--- config.mk ---
export PLATFORM = sky130hd
export DESIGN_NAME = fixed_point_pow_arbiter
export DESIGN_NICKNAME = d
export VERILOG_FILES = /design/src/rtl/fixed_point_pkg.sv /design/src/rtl/round_robin_picker.sv /design/src/rtl/fixed_point_pow_arbiter.sv
export SDC_FILE = /design/constraint.sdc
export NUM_CORES = 1
export LEC_CHECK = 0
export ABC_AREA = 1
export ABC_CLOCK_PERIOD_IN_PS = 3000
export CAP_MARGIN = 20
export CORE_MARGIN = 5
export CORE_UTILIZATION = 47
export DETAILED_ROUTE_END_ITERATION = 7
export PLACE_DENSITY = 0.89
export SLEW_MARGIN = 20
export SYNTH_ARGS = -nofsm -noshare
export SYNTH_HDL_FRONTEND = slang
export SYNTH_SLANG_ARGS = --single-unit
--- constraint.sdc ---
create_clock -name clk -period 3 [get_ports clk]
set_clock_uncertainty 0.2 [all_clocks]
set_input_delay 0.6 -clock clk [delete_from_list [all_inputs] [get_ports clk]]
set_output_delay 0.6 -clock clk [all_outputs]
set_load 0.05 [all_outputs]
--- src/rtl/fixed_point_pkg.sv ---
// Shared definitions for the fixed-point pow arbiter: operand width derivation
// and the controller FSM state encoding.
package fixed_point_pkg;

   localparam logic [1:0] ST_IDLE    = 2'd0;
   localparam logic [1:0] ST_ISSUE   = 2'd1;
   localparam logic [1:0] ST_WAIT    = 2'd2;
   localparam logic [1:0] ST_RESPOND = 2'd3;

   function automatic int number_width(input int int_bits, input int frac_bits);
      return int_bits + frac_bits;
   endfunction

endpackage

--- src/rtl/round_robin_picker.sv ---
// Combinational round-robin picker: first set request bit scanning upward
// from last_grant+1, wrapping modulo NUM_REQUESTERS.
module round_robin_picker #(
   parameter int NUM_REQUESTERS = 4,
   localparam int IDX_W = $clog2(NUM_REQUESTERS)
) (
   input  logic [NUM_REQUESTERS-1:0] req_masked_i,
   input  logic [IDX_W-1:0]          last_grant_i,
   output logic                      grant_valid_o,
   output logic [IDX_W-1:0]          grant_index_o
);

   int idx;

   // Scan offsets from farthest to nearest so the nearest hit overwrites.
   always_comb begin
      grant_valid_o = 1'b0;
      grant_index_o = '0;
      idx           = 0;
      for (int k = NUM_REQUESTERS; k >= 1; k--) begin
         idx = (int'(last_grant_i) + k) % NUM_REQUESTERS;
         if (req_masked_i[IDX_W'(idx)]) begin
            grant_valid_o = 1'b1;
            grant_index_o = IDX_W'(idx);
         end
      end
   end

endmodule

--- src/rtl/fixed_point_pow_arbiter.sv ---
// Round-robin controller sharing one fixed_point_pow unit between several
// clients. Optional WAIT watchdog: define FIXED_POINT_POW_ARBITER_TIMEOUT_EN.
//
// state   | meaning
// --------+-----------------------------------------------------------
// IDLE    | arbitrate among unmasked requests, latch operands
// ISSUE   | pow_start high for this single cycle
// WAIT    | wait for pow_done (first cycle blanked, done may be stale)
// RESPOND | req_done[cur] pulse with resp_result / resp_error
module fixed_point_pow_arbiter
   import fixed_point_pkg::*;
#(
   parameter int INTEGER_PART_WIDTH    = 3,
   parameter int FRACTIONAL_PART_WIDTH = 2,
   parameter int NUM_REQUESTERS        = 4,
   parameter int TIMEOUT_CYCLES        = 64,
   localparam int NUMBER_WIDTH = number_width(INTEGER_PART_WIDTH, FRACTIONAL_PART_WIDTH),
   localparam int IDX_W        = $clog2(NUM_REQUESTERS)
) (
   input  logic                                   clk,
   input  logic                                   rst_n,
   input  logic [NUM_REQUESTERS-1:0]              req,
   input  logic [NUM_REQUESTERS*NUMBER_WIDTH-1:0] req_a,
   input  logic [NUM_REQUESTERS*NUMBER_WIDTH-1:0] req_b,
   output logic [NUM_REQUESTERS-1:0]              req_done,
   output logic [NUMBER_WIDTH-1:0]                resp_result,
   output logic                                   resp_error,
   output logic                                   busy,
   output logic                                   pow_start,
   output logic [NUMBER_WIDTH-1:0]                pow_a,
   output logic [NUMBER_WIDTH-1:0]                pow_b,
   input  logic                                   pow_done,
   input  logic [NUMBER_WIDTH-1:0]                pow_result
);

   logic [1:0]                state_q, state_d;
   logic [IDX_W-1:0]          cur_q, cur_d;
   logic [IDX_W-1:0]          last_grant_q, last_grant_d;
   logic [NUMBER_WIDTH-1:0]   pow_a_q, pow_a_d, pow_b_q, pow_b_d;
   logic [NUMBER_WIDTH-1:0]   resp_result_q, resp_result_d;
   logic [NUM_REQUESTERS-1:0] req_done_q, req_done_d;
   logic                      pow_start_q, pow_start_d;
   logic                      resp_error_q, resp_error_d;
   logic                      busy_q, busy_d;
   logic                      blank_q, blank_d;
   logic                      mask_q, mask_d;

   logic [NUM_REQUESTERS-1:0] cur_onehot;
   logic [NUM_REQUESTERS-1:0] req_masked;
   logic                      grant_valid;
   logic [IDX_W-1:0]          grant_index;

`ifdef FIXED_POINT_POW_ARBITER_TIMEOUT_EN
   localparam int CNT_W = $clog2(TIMEOUT_CYCLES + 1);
   logic [CNT_W-1:0] wait_cnt_q, wait_cnt_d;
`else
   logic unused_timeout;
   assign unused_timeout = (TIMEOUT_CYCLES != 0);
`endif

   assign cur_onehot = NUM_REQUESTERS'(1) << cur_q;
   // The client just served is hidden for one IDLE cycle so it can drop req.
   assign req_masked = req & ~(mask_q ? cur_onehot : '0);

   round_robin_picker #(.NUM_REQUESTERS(NUM_REQUESTERS)) u_picker (
      .req_masked_i (req_masked),
      .last_grant_i (last_grant_q),
      .grant_valid_o(grant_valid),
      .grant_index_o(grant_index)
   );

   // Next-state and registered-output logic for the sequencing FSM.
   always_comb begin
      state_d       = state_q;
      cur_d         = cur_q;
      last_grant_d  = last_grant_q;
      pow_a_d       = pow_a_q;
      pow_b_d       = pow_b_q;
      resp_result_d = resp_result_q;
      resp_error_d  = resp_error_q;
      blank_d       = blank_q;
      mask_d        = mask_q;
      pow_start_d   = 1'b0;
      req_done_d    = '0;
`ifdef FIXED_POINT_POW_ARBITER_TIMEOUT_EN
      wait_cnt_d    = wait_cnt_q;
`endif
      case (state_q)
         ST_IDLE: begin
            mask_d = 1'b0;
            if (grant_valid) begin
               cur_d        = grant_index;
               last_grant_d = grant_index;
               pow_a_d      = req_a[int'(grant_index)*NUMBER_WIDTH +: NUMBER_WIDTH];
               pow_b_d      = req_b[int'(grant_index)*NUMBER_WIDTH +: NUMBER_WIDTH];
               pow_start_d  = 1'b1;
               state_d      = ST_ISSUE;
            end
         end
         ST_ISSUE: begin
            blank_d = 1'b1;
`ifdef FIXED_POINT_POW_ARBITER_TIMEOUT_EN
            wait_cnt_d = CNT_W'(TIMEOUT_CYCLES - 1);
`endif
            state_d = ST_WAIT;
         end
         ST_WAIT: begin
            blank_d = 1'b0;
`ifdef FIXED_POINT_POW_ARBITER_TIMEOUT_EN
            if (wait_cnt_q != '0) wait_cnt_d = wait_cnt_q - CNT_W'(1);
`endif
            if (!blank_q && pow_done) begin
               resp_result_d = pow_result;
               resp_error_d  = 1'b0;
               req_done_d    = cur_onehot;
               state_d       = ST_RESPOND;
            end
`ifdef FIXED_POINT_POW_ARBITER_TIMEOUT_EN
            else if (wait_cnt_q == '0) begin
               resp_result_d = '0;
               resp_error_d  = 1'b1;
               req_done_d    = cur_onehot;
               state_d       = ST_RESPOND;
            end
`endif
         end
         default: begin
            mask_d  = 1'b1;
            state_d = ST_IDLE;
         end
      endcase
      busy_d = (state_d != ST_IDLE);
   end

   // State and output registers; reset aborts any operation in flight.
   always_ff @(posedge clk or negedge rst_n) begin
      if (!rst_n) begin
         state_q       <= ST_IDLE;
         cur_q         <= '0;
         last_grant_q  <= IDX_W'(NUM_REQUESTERS - 1);
         pow_a_q       <= '0;
         pow_b_q       <= '0;
         resp_result_q <= '0;
         resp_error_q  <= 1'b0;
         req_done_q    <= '0;
         pow_start_q   <= 1'b0;
         busy_q        <= 1'b0;
         blank_q       <= 1'b0;
         mask_q        <= 1'b0;
`ifdef FIXED_POINT_POW_ARBITER_TIMEOUT_EN
         wait_cnt_q    <= '0;
`endif
      end else begin
         state_q       <= state_d;
         cur_q         <= cur_d;
         last_grant_q  <= last_grant_d;
         pow_a_q       <= pow_a_d;
         pow_b_q       <= pow_b_d;
         resp_result_q <= resp_result_d;
         resp_error_q  <= resp_error_d;
         req_done_q    <= req_done_d;
         pow_start_q   <= pow_start_d;
         busy_q        <= busy_d;
         blank_q       <= blank_d;
         mask_q        <= mask_d;
`ifdef FIXED_POINT_POW_ARBITER_TIMEOUT_EN
         wait_cnt_q    <= wait_cnt_d;
`endif
      end
   end

   assign req_done    = req_done_q;
   assign resp_result = resp_result_q;
   assign resp_error  = resp_error_q;
   assign busy        = busy_q;
   assign pow_start   = pow_start_q;
   assign pow_a       = pow_a_q;
   assign pow_b       = pow_b_q;

endmodule

==> results of run 1 <==
-- per-stage QoR --
stage,total power [µW],util (%),hold WS (ns),instance area [µm²]
floorplan,2563,-,0.1044,1878
CTS,3511,68.71,0.2865,2709
global placement,3104,66.52,0.2610,2623
detailed placement,3174,66.52,0.2686,2623
finish,3515,68.71,0.2784,2709
global route,3822,68.71,0.3012,2709
-- worst register-to-register path, stage by stage, from the launching register on --
cell	delay, ns
dfstp_2	0.64
inv_2	0.11
nand3_1	0.11
nand2_1	0.11
nand2_1	0.12
nand2_2	0.08
nand2_4	0.08
nand3_1	0.10
nand2_1	0.31
nand2_1	0.09
nand3_1	0.08
nand2_1	0.08
nand2_1	0.08
nand2_1	0.05
-- cell families after synthesis --
logic type	count (synthesis)	synth area share [%]
fa+ha+maj	3	1.999
other cells	1	0.1997
simple gates	172	40.44
flops	29	38.77
xor+xnor	1	0.8663
buf+inv	68	15.46
compound gates	8	2.265
-- path summary, 6_finish.rpt --
kind                                 startpoint               to  cells past startpoint
worst max-delay path                     req[3]         pow_a[4]                     13
worst min-delay path             resp_result[1]   resp_result[1]                      2
worst max register to register  last_grant_q[0]         pow_a[3]                     13
worst min register to register   resp_result[1]   resp_result[1]                      2
max in group asynchronous                 rst_n  last_grant_q[0]                      2
min in group asynchronous                 rst_n         pow_b[3]                      2
-- registers in the layout, summed over array words and instances, names as in the netlist --
signal and flops:
pow_b 5, blank_q 1, mask_q 1, busy 1, req_done 4, pow_a 5, state_q 2, resp_result 5
pow_start 1, last_grant_q 2, cur_q 2
-- final cells by class --
| type | instances | area [µm²] |
|---|---|---|
| fill | 332 | 1234 |
| tap | 50 | 62.56 |
| clock buffer | 7 | 86.33 |
| timing repair buffer | 77 | 758.2 |
| multi-input combinational | 185 | 859.6 |
| inverter | 57 | 214.0 |
| sequential | 29 | 728.2 |
-- power groups by stage --
stage	clock network, µW	logic (µW)	registers, µW
floorplan	0	1490	1070
finish	314	2490	715
global placement	0	2390	713
detailed placement	0	2460	716
CTS	322	2480	713
global route	343	2740	739
-- cell usage in the layout, fill, tap and decap left out, types with 2 or more instances in the layout --
master / n
nor2_1: 7
nand3_1: 63
buf_4: 5
inv_2: 6
o21ai_0: 6
clkdlybuf4s50_1: 72
nand2_1: 89
dfrtp_1: 27
ha_1: 3
clkbuf_8: 6
nand2_2: 5
nor3_1: 5
inv_1: 51
dfstp_2: 2
-- per-layer routing --
layer	global-route usage [%]	routed length, µm
met3	5.647	344
met4	8.811	107
met2	33.96	2555
met5	0	0
met1	25.91	2257
==> results.py, run 1 <==
metrics = {
    "status": {
        "outcome": "finished clean",
    },
    "sta": {
        "worst_slack_ns": 0.5912,
        "final.setup.tns_ns": 0,
        "fmax_ghz": 0.4152,
        "finalCritPeriodShare_pct": 80.29,
        "finalCriticalPeriod_ns": 2.409,
        "slew_headroom_pct": 64.47,
        "slew_viol_final": 0,
        "timing.final.setup_violations": 0,
        "rsz0062_at_grt": "no",
        "timing.final.hold_violations": 0,
        "tightest_slew_ns": 0.5313,
    },
    "routing": {
        "drt-wirelength-per-cell_um": 13.00,
        "drt-vias-per-instance": 4.891,
        "drtIter0Drc": 240,
        "post-route-drc-count": 0,
        "ant_nets": 0,
        "drt_first_pass_iters": 4,
        "drt-total-wl_mm": 5.264,
        "num_vias": 1981,
    },
    "logic_synthesis": {
        "ys_seq_area_share_pct": 38.77,
        "yosys.cell_count.top_type": "nand2_1",
        "synth_top_area_cell": "dfrtp_1",
        "synth_edf_count": 0,
        "synth_cells": 282,
        "yosys_warnings": 0,
        "syn-cell-area_um2": 1878,
        "synth_area_leaders": "dfrtp_1 (36%), nand2_1 (18%), nand3_1 (17%)",
        "syn-num-nets": 337,
        "synth_flop_cell": "dfrtp_1",
        "synth.top_cell.area_share_pct": 35.98,
        "ys_top_cells_by_count": "nand2_1 (89), nand3_1 (63), inv_1 (51), dfrtp_1 (27), nor2_1 (7)",
        "synth_seq_cells": 29,
        "syn_avg_cell_area_um2": 6.660,
        "synthDistinctLibCells": 21,
        "synth-async-reset-ratio_pct": 100.0,
    },
    "clocking": {
        "clockBufferDepth": 2,
        "cts_resized": 0,
        "cts-root-buf": "clkbuf_8",
        "cts_setup_buffers": 0,
        "cts_made_buffers": 5,
        "clock_latency_ns": 0.27,
        "cts_tree": "done",
        "postCtsHoldBufs": 0,
        "clk_pin_slew_ns": 0.06,
        "cts.sinks": 29,
        "htree_levels": 2,
    },
    "pwr": {
        "p_per_area_nw_per_um2": 1298,
        "swShare_pct": 54.61,
        "pwr-share-clk_pct": 8.9,
        "seqPwrFrac_pct": 20.3,
        "leakage_uw": 0.001473,
        "p_sw_uw": 1920,
        "internal_power_uw": 1596,
        "ir_worst_vdd_mv": 0.8124,
        "pwr-share-comb_pct": 70.7,
    },
    "die": {
        "core.rowCount": 23,
        "die_x_um": 73.21,
        "die_y_um": 73.21,
        "initial_core_util_pct": 47.64,
        "die_area_um2": 5360,
        "io_pins": 74,
        "core_um2": 3943,
    },
    "cells_and_area": {
        "layout.nets": 410,
        "drive_above_1_share_pct": 7.887,
        "area_growth_pct": 44.24,
        "diodes": 0,
        "instances_no_fill": 405,
    },
    "worst_setup_path": {
        "start_kind": "input port",
        "crit_arrival_ns": 2.37,
        "cp_slowest_cell": "clkdlybuf4s50_1",
        "worst_setup_path_end_kind": "flip-flop",
        "path_cells": "clkdlybuf4s50_1 -> nand3_1 -> nand2_1 -> nand2_1 -> nand2_2 -> nand2_4 -> nand3_1 -> buf_4 -> nand3_1 -> nand3_1 -> nand2_1 -> nand2_1 -> nand2_1",
        "cp.required_ns": 2.96,
        "path_common_cell": "nand2_1",
        "ff2ff_setup_slack_ns": 0.65,
        "cp_top_family": "simple AND/OR/NAND/NOR gates",
        "setup.worst_path.class": "in -> reg",
        "cp.buffers_inverters": 2,
        "crit_fanout": 19,
        "max_stage_delay_ns": 0.49,
    },
    "grt": {
        "globalRouteOverflowTotal": 0,
        "grt.total_usage_pct": 20.86,
        "grt_pass1_wl_mm": 8.645,
        "antenna_found_initial": 0,
        "grt_max_degree": 30,
        "grt_pass1_vias": 1907,
    },
    "job": {
        "cap_violations": 0,
    },
    "placement": {
        "dp_cells": 398,
        "gp_congestion": 0.9664,
        "dp_hpwl_mm": 4.144,
        "io_buffers": 72,
        "post-place-ws_ns": 0.3368,
    },
    "min_path": {
        "hp-class": "reg -> reg",
    },
}
No activity file was read; power rests on OpenSTA's default activity.
==> inputs of run 2 (changes only) <==
--- a/config.mk
+++ b/config.mk
@@ -6,12 +6,12 @@
 export NUM_CORES = 1
 export LEC_CHECK = 0
 export ABC_AREA = 1
-export ABC_CLOCK_PERIOD_IN_PS = 3000
+export ABC_CLOCK_PERIOD_IN_PS = 2360
 export CAP_MARGIN = 20
 export CORE_MARGIN = 5
-export CORE_UTILIZATION = 47
+export CORE_UTILIZATION = 44
 export DETAILED_ROUTE_END_ITERATION = 7
-export PLACE_DENSITY = 0.89
+export PLACE_DENSITY = 0.84
 export SLEW_MARGIN = 20
 export SYNTH_ARGS = -nofsm -noshare
 export SYNTH_HDL_FRONTEND = slang
==> constraint.sdc (replaced) <==
create_clock -name clk -period 2.36 [get_ports clk]
set_clock_uncertainty 0.2 [all_clocks]
set_input_delay 0.472 -clock clk [delete_from_list [all_inputs] [get_ports clk]]
set_output_delay 0.472 -clock clk [all_outputs]
set_load 0.05 [all_outputs]
==> results.py, run 2 (synthesis gave the netlist of run 1 again) <==
metrics = {
    "cells_and_area": {
        "most-common-layout-cells": "nand2_1 (88), clkdlybuf4s50_1 (72), nand3_1 (62)",
        "fin_util_pct": 70.15,
        "final_cell_area_um2": 2846,
        "area_growth_pct": 51.57,
        "diodes": 0,
        "fillers": 342,
        "layout_commonest_cell": "nand2_1",
        "ff_latch_area_um2": 729.5,
        "multi_input_area_um2": 872.1,
        "drive_above_1_share_pct": 11.72,
        "layout.nets": 421,
    },
    "worst_setup_path": {
        "start_kind": "flip-flop",
        "crit_fanout": 14,
        "r2r_end": "pow_b[0]",
        "cp.required_ns": 2.33,
        "timing.rr.start": "last_grant_q[0]",
        "cp_slowest_cell": "dfstp_2",
        "ff2ff_setup_slack_ns": 0.16,
        "path_common_cell": "nand2_1",
        "setup.worst_path.class": "reg -> reg",
        "crit_arrival_ns": 2.17,
        "path_cells": "buf_4 -> nand3_1 -> nand2_2 -> nand2_1 -> nand2_1 -> inv_2 -> nand2_4 -> nand2_2 -> nand2_2 -> buf_6 -> nand3_1 -> nand3_1 -> nand2_1 -> nand2_1 -> nand2_1",
        "reg2regPathDepth": 15,
        "worst_setup_path_end_kind": "flip-flop",
        "max_stage_delay_ns": 0.61,
    },
    "placement": {
        "post-place-ws_ns": -0.1445,
        "place_area_um2": 2713,
        "io_buffers": 72,
        "gp_congestion": 0.8427,
        "dp_hpwl_mm": 4.245,
    },
    "clocking": {
        "postCtsHoldBufs": 0,
        "cts.sinks": 29,
        "clockBufferDepth": 2,
        "cts_tree": "done",
        "cts_made_buffers": 5,
        "cts-root-buf": "clkbuf_8",
        "clock_latency_ns": 0.28,
        "htree_levels": 2,
        "clk_pin_slew_ns": 0.06,
    },
    "sta": {
        "fmax_ghz": 0.4537,
        "finalCriticalPeriod_ns": 2.204,
        "slew_headroom_pct": 64.90,
        "tightest_slew_ns": 0.5248,
        "worst_slack_ns": 0.1559,
        "rsz0062_at_grt": "yes",
        "timing.final.setup_violations": 0,
        "finalCritPeriodShare_pct": 93.40,
        "slew_viol_final": 0,
        "timing.final.hold_violations": 0,
    },
    "pwr": {
        "leakage_uw": 0.001546,
        "p_per_area_nw_per_um2": 1714,
        "swShare_pct": 52.63,
        "ir_worst_vdd_mv": 0.9173,
        "internal_power_uw": 2311,
        "p_sw_uw": 2568,
        "pwr-share-comb_pct": 73.7,
        "seqPwrFrac_pct": 18.5,
        "pwr-share-clk_pct": 7.8,
    },
    "routing": {
        "drt-total-wl_mm": 5.526,
        "drt_first_pass_iters": 4,
        "num_vias": 2025,
        "post-route-drc-count": 0,
        "drtIter0Drc": 151,
        "drt-vias-per-instance": 4.856,
        "drt-wirelength-per-cell_um": 13.25,
        "ant_nets": 0,
    },
    "min_path": {
        "worstHoldStart": "resp_result[2]",
        "hp-class": "reg -> reg",
        "hold_end": "resp_result[2]",
        "hold_depth": 2,
    },
    "die": {
        "core.rowCount": 23,
        "die_area_um2": 5675,
        "die_x_um": 75.33,
        "core_um2": 4058,
        "die_y_um": 75.33,
        "io_pins": 74,
        "initial_core_util_pct": 46.28,
    },
    "grt": {
        "grt.total_usage_pct": 20.72,
        "globalRouteOverflowTotal": 0,
        "grt_pass1_vias": 1929,
        "grt_pass1_wl_mm": 8.845,
        "grt_max_degree": 30,
        "antenna_found_initial": 0,
    },
    "status": {
        "outcome": "finished clean",
    },
    "job": {
        "cap_violations": 0,
    },
}
[run 2: worst max-delay path, delay by kind of cell (launching register included)]
kind          cells  cell delay, ns
simple gates     12            0.93
flops             1            0.61
buf+inv           3            0.35
[run 2: metal layers]
metal	up-vias	global-route usage, %	routed length [µm]
met2	73	34.13	2641
met5	-	0	0
met4	0	6.214	63
met3	6	6.728	500
li1	1029	-	-
met1	917	26.03	2320
[run 2: timing repair]
action | in CTS | in global routing
endpoints found under the hold margin | 0 | 0
buffers inserted | 0 | 3
endpoints found under the setup margin | 0 | 14
gates resized for setup | 0 | 8
[run 2: cell type report]
cell class                      instances  area share, %
Multi-Input combinational cell        185          30.64
Clock inverter                          2         0.3516
Timing Repair Buffer                   88          31.12
Clock buffer                            6          2.549
Inverter                               57          7.516
Sequential cell                        29          25.63
Tap cell                               50          2.198
[run 2: how the worst max path moves through the flow]
stage,cells past startpoint,slack [ns],end,startpoint
floorplan,14,0.39,pow_a[0],last_grant_q[0]
global placement,14,-0.06,pow_b[3],req[1]
detailed placement,14,-0.14,pow_b[0],req[1]
CTS,13,0.03,pow_b[0],last_grant_q[0]
global route,13,-0.04,pow_b[3],last_grant_q[0]
finish,15,0.16,pow_b[0],last_grant_q[0]
[run 2: stage by stage]
stage	TNS (ns)	std cells	hold WS [ns]	power [µW]
final	0	417	0.2835	4879
after global routing	-0.05728	417	0.3052	5348
after CTS	0	413	0.2860	4774
after detailed placement	-1.235	405	0.2638	4365
after global placement	-0.3441	405	0.2631	4284
after floorplan	0	282	-0.02359	3258
[run 2: power groups by stage]
stage | Combinational [µW] | Sequential, µW | Clock [µW]
2_1_floorplan | 1900 | 1360 | 0
3_3_place_gp | 3380 | 907 | 0
3_5_place_dp | 3450 | 913 | 0
4_1_cts | 3470 | 911 | 391
5_1_grt | 3990 | 937 | 423
6_report | 3590 | 904 | 382
==> inputs of run 3 (changes only) <==
--- a/config.mk
+++ b/config.mk
@@ -5,14 +5,16 @@
 export SDC_FILE = /design/constraint.sdc
 export NUM_CORES = 1
 export LEC_CHECK = 0
-export ABC_AREA = 1
+export ABC_AREA = 0
 export ABC_CLOCK_PERIOD_IN_PS = 2360
 export CAP_MARGIN = 20
 export CORE_MARGIN = 5
-export CORE_UTILIZATION = 44
+export CORE_UTILIZATION = 40
 export DETAILED_ROUTE_END_ITERATION = 7
-export PLACE_DENSITY = 0.84
+export PLACE_DENSITY = 0.83
+export RECOVER_POWER = 100
 export SLEW_MARGIN = 20
 export SYNTH_ARGS = -nofsm -noshare
 export SYNTH_HDL_FRONTEND = slang
+export SYNTH_HIERARCHICAL = 1
 export SYNTH_SLANG_ARGS = --single-unit
==> results.py, run 3 <==
metrics = {
    "sta": {
        "rsz0062_at_grt": "yes",
        "timing.final.setup_violations": 10,
        "finalCriticalPeriod_ns": 2.512,
        "worst_slack_ns": -0.1522,
        "finalCritPeriodShare_pct": 106.5,
        "slew_viol_final": 0,
        "fmax_ghz": 0.3981,
        "slew_headroom_pct": 52.89,
        "tightest_slew_ns": 0.7067,
        "timing.final.hold_violations": 0,
    },
    "routing": {
        "post-route-drc-count": 0,
        "num_vias": 1265,
        "ant_nets": 0,
        "drt_first_pass_iters": 4,
        "drtIter0Drc": 67,
        "drt-wirelength-per-cell_um": 15.24,
        "drt-total-wl_mm": 3.872,
        "drt-vias-per-instance": 4.980,
    },
    "cells_and_area": {
        "area_growth_pct": 66.97,
        "drive_above_1_share_pct": 28.16,
        "fillers": 278,
        "fin_util_pct": 68.60,
        "diodes": 0,
        "most-common-layout-cells": "clkdlybuf4s50_1 (48), dfrtp_1 (27), dlygate4sd3_1 (22)",
        "layout.nets": 260,
        "layout_commonest_cell": "clkdlybuf4s50_1",
    },
    "logic_synthesis": {
        "ys_seq_area_share_pct": 48.78,
        "synth.top_cell.area_share_pct": 45.26,
        "synthDistinctLibCells": 33,
        "synth-async-reset-ratio_pct": 100.0,
        "syn-num-nets": 166,
        "synthAdderAreaFrac_pct": 2.515,
        "muxShareOfSynthArea_pct": 27.33,
        "synth_top_family_by_area": "multiplexers",
        "yosys.cell_count.top_type": "dfrtp_1",
        "yosys.area_share.simple_pct": 8.466,
        "synth_compound_area_share_pct": 8.550,
        "synth_cells": 111,
        "synth_area_leaders": "dfrtp_1 (45%), mux4_2 (14%), mux2_2 (11%)",
        "synth_seq_cells": 29,
        "synth_top_area_cell": "dfrtp_1",
        "synth_edf_count": 0,
        "syn-cell-area_um2": 1493,
        "syn_avg_cell_area_um2": 13.45,
        "synth_xor_area_share_pct": 0,
        "synth_flop_cell": "dfrtp_1",
        "yosys_warnings": 6,
        "ys_top_cells_by_count": "dfrtp_1 (27), mux2_2 (15), mux4_2 (9), inv_1 (8), nand2b_1 (5)",
    },
    "die": {
        "initial_core_util_pct": 41.08,
        "core_um2": 3633,
        "io_pins": 74,
        "die_y_um": 71.09,
        "die_x_um": 71.09,
        "die_area_um2": 5053,
        "core.rowCount": 22,
    },
    "clocking": {
        "cts_made_buffers": 5,
        "cts.sinks": 29,
        "cts-root-buf": "clkbuf_8",
        "clk_pin_slew_ns": 0.06,
        "postCtsHoldBufs": 0,
        "clock_latency_ns": 0.28,
        "htree_levels": 2,
        "clockBufferDepth": 2,
        "cts_tree": "done",
    },
    "grt": {
        "grt_max_degree": 30,
        "globalRouteOverflowTotal": 0,
        "grt_pass1_vias": 1397,
        "grt_pass1_wl_mm": 6.299,
        "grt.total_usage_pct": 16.15,
        "antenna_found_initial": 0,
    },
    "worst_setup_path": {
        "start_kind": "input port",
        "timing.rr.start": "mask_q",
        "cp.required_ns": 2.33,
        "r2r_end": "pow_a[0]",
        "crit_arrival_ns": 2.48,
        "ff2ff_setup_slack_ns": -0.15,
        "crit_fanout": 6,
        "worst_setup_path_end_kind": "flip-flop",
        "setup.worst_path.class": "in -> reg",
        "reg2regPathDepth": 9,
    },
    "pwr": {
        "p_per_area_nw_per_um2": 1375,
        "ir_worst_vdd_mv": 0.5457,
        "leakage_uw": 0.001103,
    },
    "min_path": {
        "hp-class": "reg -> reg",
        "worstHoldStart": "pow_b[2]",
        "hold_depth": 1,
        "hold_end": "pow_b[2]",
    },
    "status": {
        "outcome": "finished with violations",
        "failed_checks": "negative setup slack",
    },
    "placement": {
        "gp_congestion": 0.8016,
        "io_buffers": 72,
        "post-place-ws_ns": -0.5188,
        "dp_hpwl_mm": 3.042,
    },
    "job": {
        "cap_violations": 0,
    },
}
## run 3: cell type report
cell class,count,area (µm²),share of cell area (%)
Sequential cell,29,728.2,29.22
Timing Repair Buffer,92,875.8,35.14
Tap cell,48,60.06,2.410
Multi-Input combinational cell,69,718.2,28.82
Clock buffer,8,80.08,3.213
Inverter,8,30.03,1.205
## run 3: repair_timing
action | in CTS | in global routing
cloned | 0 | 0
endpoints found under the setup margin | 10 | 10
gates resized for setup | 5 | 4
pin swaps | 2 | 2
setup buffers | 2 | 0
## run 3: critical path, cell delays in order
cell and delay [ns]:
clkdlybuf4s50_1 0.47, o21a_1 0.14, and2b_1 0.16, buf_4 0.13, nand2b_4 0.05, o221ai_2 0.08
buf_6 0.18, mux4_2 0.50, mux2_4 0.28
## run 3: kinds of logic after synthesis
logic type / Yosys count
multiplexers: 26
other: 1
adder cells (fa/ha/maj): 3
flip-flops: 29
AND/OR/NAND/NOR: 22
AO/OA/AOI/OAI: 17
buffers and inverters: 13
## run 3: worst max path at each step
stage              from        to  cells after the start  slack [ns]
2_1_floorplan  cur_q[0]  pow_a[0]                      8       -0.13
3_3_place_gp     req[1]  pow_b[2]                      9       -0.48
3_5_place_dp     req[1]  pow_a[4]                      9       -0.52
4_1_cts        cur_q[1]  pow_a[0]                      8       -0.17
5_1_grt          mask_q  pow_a[0]                      9       -0.24
6_report         req[3]  pow_a[0]                      9       -0.15
## run 3: where the power goes
group          switching (µW)  leakage [µW]  internal (µW)
Combinational            1150      0.000715           1010
Clock                     176     0.0000395            209
Sequential                132      0.000349            746
Total                    1460       0.00110           1970
## run 3: per-stage QoR
stage	power, µW	TNS (ns)	hold slack (ns)	cells	instance area [µm²]
after floorplan	2308	-1.191	-0.02359	111	1503
after global placement	2979	-4.776	0.2787	244	2390
after detailed placement	3061	-5.250	0.2961	244	2390
after CTS	3503	-1.491	0.3099	254	2486
after global routing	3634	-2.166	0.3193	254	2492
final	3428	-1.282	0.2990	254	2492
## run 3: metal layers
metal  GRT usage (%)  routed length (µm)  vias to the layer above
met4           7.516                  76                        0
met2           28.22                2004                       64
met1           18.30                1520                      597
met3           4.261                 271                        8
met5               0                   0                        -
li1                -                   -                      596
==> edit 1, RTL diff (settings of run 3) <==
Take the reset off `resp_result_q` and load it in a clocked block of its own.
--- a/src/rtl/fixed_point_pow_arbiter.sv
+++ b/src/rtl/fixed_point_pow_arbiter.sv
@@ -140,7 +140,6 @@
          last_grant_q  <= IDX_W'(NUM_REQUESTERS - 1);
          pow_a_q       <= '0;
          pow_b_q       <= '0;
-         resp_result_q <= '0;
          resp_error_q  <= 1'b0;
          req_done_q    <= '0;
          pow_start_q   <= 1'b0;
@@ -156,7 +155,6 @@
          last_grant_q  <= last_grant_d;
          pow_a_q       <= pow_a_d;
          pow_b_q       <= pow_b_d;
-         resp_result_q <= resp_result_d;
          resp_error_q  <= resp_error_d;
          req_done_q    <= req_done_d;
          pow_start_q   <= pow_start_d;
@@ -169,6 +167,10 @@
       end
    end
 
+   always_ff @(posedge clk) begin
+      resp_result_q <= resp_result_d;
+   end
+
    assign req_done    = req_done_q;
    assign resp_result = resp_result_q;
    assign resp_error  = resp_error_q;
Formal check against the unedited RTL: differs if rst_n is asserted again (counterexample within 4 cycles, from zero or initial values and one cycle with rst_n low); with rst_n held inactive, the same outputs for 10 cycles.
==> edit 1 against run 3 <==
The run still ends with setup timing left; routed wire length down 1.4%; power shrank 4.1%; non-clock buffer count down 2; sequential cell count is the same; final area is 0.55% higher; synthesized area shrank 1.8%; worst setup slack got worse by 0.055 ns; via count fell by 1.8%; combinational power decreased by 6%; synthesized cell count shrank 3.6%; count of clock-buffer cells in the layout stayed put; critical path type is now flip-flop to flip-flop; largest cell class unchanged; largest power group unchanged; highest routed layer unchanged.
==> edit 1: results (changes against run 3) <==
| Metric | Value |
|---|---|
| Status | finished, violations left |
| Failing checks | setup timing |
| Met1 GRT Util | 17.14% (-1.2 points) |
| Final wirelength | 3818 um (-1.4%) |
| Nets | 254 (-2.3%) |
| Met3 Use GR | 6.763% (+2.5 points) |
| Post-synthesis sequential area ratio | 51.41% (+2.6 points) |
| Synthesized Nets | 162 (-2.4%) |
| Crit path DAT | 2.53 ns (+0.05 ns) |
| # fillers | 245 (-12%) |
| Starting DRT DRC Count | 50 (-25%) |
| Fin worst setup slack | -0.2073 ns (-0.05502 ns) |
| First-pass GRT wire length | 6065 um (-3.7%) |
| Async SR Flop Fraction | 82.76% (-17 points) |
| Vias in the first global route | 1370 (-1.9%) |
| Number of synthesized flops with an enable pin | 5 (+5) |
| Leak pwr | 1.091 nW (-1.0%) |
| CP startpoint | cur_q[1] |
| Synth Area in Adders | 2.562% (+0.047 points) |
| Compound-Gate Fraction of Synth Area | 8.711% (+0.16 points) |
| Critical path fanouts, max | 5 (-1) |
| Area contributors post-synth | dfrtp_1, mux4_2, edfxtp_1, mux2_2, dfstp_2 |
| Final setup viols | 10 (unchanged) |
| Count of different cell masters after synthesis | 34 (+3.0%) |
| Vias | 1242 (-1.8%) |
| Dpl hpwl | 2915 um (-4.2%) |
| Post-DR wirelength/cell | 15.40 um (+0.99%) |
[edit 1: changes by cell type after synthesis]
cell and delta:
dfrtp_1 -5, edfxtp_1 +5, mux2_2 -5, inv_1 +1
[edit 1: area by class of cell]
class                   instances  area, um^2  area share, %
multi-input cells              64       681.9          27.21
repair buffers                 90       887.1          35.40
inverters                       9       33.78          1.348
clock buffers                   8       90.09          3.595
well taps                      48       60.06          2.396
flip-flops and latches         29       753.2          30.05
[edit 1: worst paths after layout]
path	to	slack (ns)	cells past startpoint
worst min register to register	blank_q	0.30	2
worst min-delay path	blank_q	0.30	2
max in group asynchronous	state_q[0]	0.42	2
worst max register to register	pow_b[0]	-0.21	8
worst max-delay path	pow_b[0]	-0.21	8
min in group asynchronous	req_done[2]	0.79	2
[edit 1: what timing repair did]
item	4_1_cts	5_1_grt
hold endpoints to repair	0	0
pin swaps	0	1
gates cloned	0	1
endpoints found under the setup margin	10	10
setup buffers	0	2
gates resized for setup	1	9
[edit 1: layer usage]
layer,routed length [um],part of all wire [%],vias to the layer above
li1,-,-,575
met1,1484,39,584
met2,1832,48,76
met3,440,12,7
met4,61,1.6,0
met5,0,0,-
[edit 1: per-stage QoR]
step	hold WS, ns	util [%]	setup WS, ns	setup TNS [ns]
finish	0.3031	69.50	-0.2073	-1.941
global route	0.3297	69.50	-0.2916	-2.726
CTS	0.3038	67.63	-0.2048	-1.830
detailed placement	0.2896	65.23	-0.5002	-4.600
global placement	0.2784	65.23	-0.5007	-4.647
floorplan	-0.02359	-	-0.1318	-1.191
[edit 1: kinds of logic after synthesis]
kind of cell | Yosys count
AOI/OAI and AO/OA | 17
adders and majority gates | 3
buffers and inverters | 14
DFF | 29
muxes | 21
other | 1
and+or+nand+nor | 22
[edit 1: critical path, stage by stage (launching register included)]
cell and delay (ns):
dfrtp_1 0.38, inv_2 0.05, o31a_1 0.30, and2b_2 0.26, a21oi_4 0.04, o221ai_4 0.26
clkbuf_16 0.20, mux4_2 0.49, mux2_2 0.27
[edit 1: where the power goes]
group	switching, mW	internal (mW)	total [mW]
Combinational	1.03	0.992	2.02
Clock	0.178	0.237	0.415
Sequential	0.119	0.729	0.848
Total	1.33	1.96	3.29
==> edit 2, RTL diff (flow settings as in run 3) <==
Made on the original files. Build with the macro `FIXED_POINT_POW_ARBITER_TIMEOUT_EN` defined.
--- a/src/rtl/fixed_point_pow_arbiter.sv
+++ b/src/rtl/fixed_point_pow_arbiter.sv
@@ -7,6 +7,8 @@
 // ISSUE   | pow_start high for this single cycle
 // WAIT    | wait for pow_done (first cycle blanked, done may be stale)
 // RESPOND | req_done[cur] pulse with resp_result / resp_error
+`define FIXED_POINT_POW_ARBITER_TIMEOUT_EN
+
 module fixed_point_pow_arbiter
    import fixed_point_pkg::*;
 #(
Function: no difference found for any inputs over 10 cycles, from zero or initial values and one cycle with rst_n low; that may be too few to reach the edited logic, so the function may still have changed.
==> edit 2 against run 3 <==
Final area is 19% higher; worst setup slack gained 0.28 ns; core utilization decreased by 6.8 points; synthesized area is 33% higher; combinational power fell by 4%; final cell count up 36%; routed wire length up 24%; sequential share of layout area increased by 2.2 points; power up 12%; synthesized cell count rose by 79%; sequential cell count rose by 8; non-clock buffer count decreased by 12; largest power group unchanged.
==> edit 2: results (changes against run 3) <==
| Metric | Value |
|---|---|
| Status | finished, final reports clean |
| Postcts setup bufs | 0 (-2) |
| Critical path fanouts, max | 2 (-4) |
| Top cells by count, synth | nand2_1, dfrtp_1, mux2i_1 |
| Metal3 WL | 344 um (+27%) |
| Setup WS pre-CTS | -0.1442 ns (+0.3746 ns) |
| Gr usage total | 15.95% (-0.20 points) |
| Largest Register | wait_cnt_q |
| Synth Area in Adders | 3.778% (+1.3 points) |
| Sequential Power Share | 28.6% (+3.0 points) |
| Clk slew on worst S/H paths | 0.07 ns |
| Nets | 336 (+29%) |
| Met2 GRT Util | 25.66% (-2.6 points) |
| Gate power share | 54.4% (-8.8 points) |
| Post-DR wirelength/cell | 13.85 um (-9.2%) |
| Flop2flop setup slack | 0.26 ns (+0.41 ns) |
| CP startpoint | pow_a[4] |
| Critical path's largest stage delay | 0.89 ns (+0.39 ns) |
| First-pass GRT wire length | 8045 um (+28%) |
| Reg2Reg Depth | 8 (-1) |
| Leak pwr | 1.332 nW (+21%) |
| Area post-placement | 2831 um^2 (+18%) |
| R2r startpoint | cur_q[1] |
| WL met1 | 2017 um (+33%) |
| Final Wtd Congestion | 0.7922 (-1.2%) |
| Post-synthesis sequential area ratio | 46.73% (-2.1 points) |
| VDD IR max | 0.0006664 V (+22%) |
| Met3 Use GR | 5.157% (+0.90 points) |
| Worst hold slack | 0.09438 ns (-0.2046 ns) |
| Dpl hpwl | 3694 um (+21%) |
| DR WL met2 | 2322 um (+16%) |
| Mux share of post-synthesis cell area | 11.08% (-16 points) |
| Area contributors post-synth | dfrtp_1, mux2i_1, nand2_1, o221ai_1, ha_1 |
| Buffers added on ports | 73 (+1.4%) |
| Reg-to-Reg End | pow_a[0] |
| Top delay family on crit path | buffers and inverters |
| Share of cells above drive strength 1 | 9.319% (-19 points) |
| Type of the tightest min-delay check | input port to asynchronous set/reset pin |
| Drt drc | 0 (unchanged) |
| Num CTS Buffers | 5 (unchanged) |
| Worst path slowest cell | dlygate4sd3_1 |
| Tightest Pin Transition | 0.8910 ns (+0.1843 ns) |
| Compound-Gate Fraction of Synth Area | 15.62% (+7.1 points) |
| Synthesized Nets | 257 (+55%) |
| Row count | 25 (+14%) |
| Starting DRT DRC Count | 81 (+21%) |
| Crit path DAT | 1.56 ns (-0.92 ns) |
| Power Density | 1294 nW/um^2 (-5.9%) |
| Int Power | 2.147 mW (+9.2%) |
| # resized after CTS | 0 (-5) |
| Final wirelength | 4791 um (+24%) |
| Count of different cell masters after synthesis | 40 (+21%) |
| Vias | 1757 (+39%) |
| Avg Cell Area, Syn | 9.984 um^2 (-26%) |
| Met1 GRT Util | 19.17% (+0.87 points) |
| CP endpoint | pow_a[4] |
| Largest net degree at the start of global routing | 38 (+27%) |
| Minimum clock period | 2.233 ns (-0.2794 ns) |
-- edit 2: cell types whose count changed after synthesis, moves of 4 or more --
| cell | before | now |
|---|---|---|
| mux2_2 | 15 | 0 |
| o221ai_1 | 0 | 10 |
| mux4_2 | 9 | 0 |
| a21oi_1 | 2 | 7 |
| a21o_1 | 4 | 0 |
| dfrtp_1 | 27 | 35 |
| nand2_1 | 4 | 39 |
| o21ai_0 | 2 | 7 |
| nand3_1 | 0 | 5 |
| mux2i_1 | 1 | 22 |
-- edit 2: layout make-up --
cell class	count	area, um^2
fillers	415	1828
multi-input cells	146	993.5
flip-flops and latches	37	928.4
repair buffers	80	788.3
well taps	67	83.83
clock buffers	5	68.82
clock inverters	3	65.06
inverters	8	30.03
-- edit 2: kinds of logic after synthesis --
family	count (synthesis)
buffers and inverters	16
and+or+nand+nor	76
AOI/OAI and AO/OA	42
muxes	22
DFF	37
adders and majority gates	6
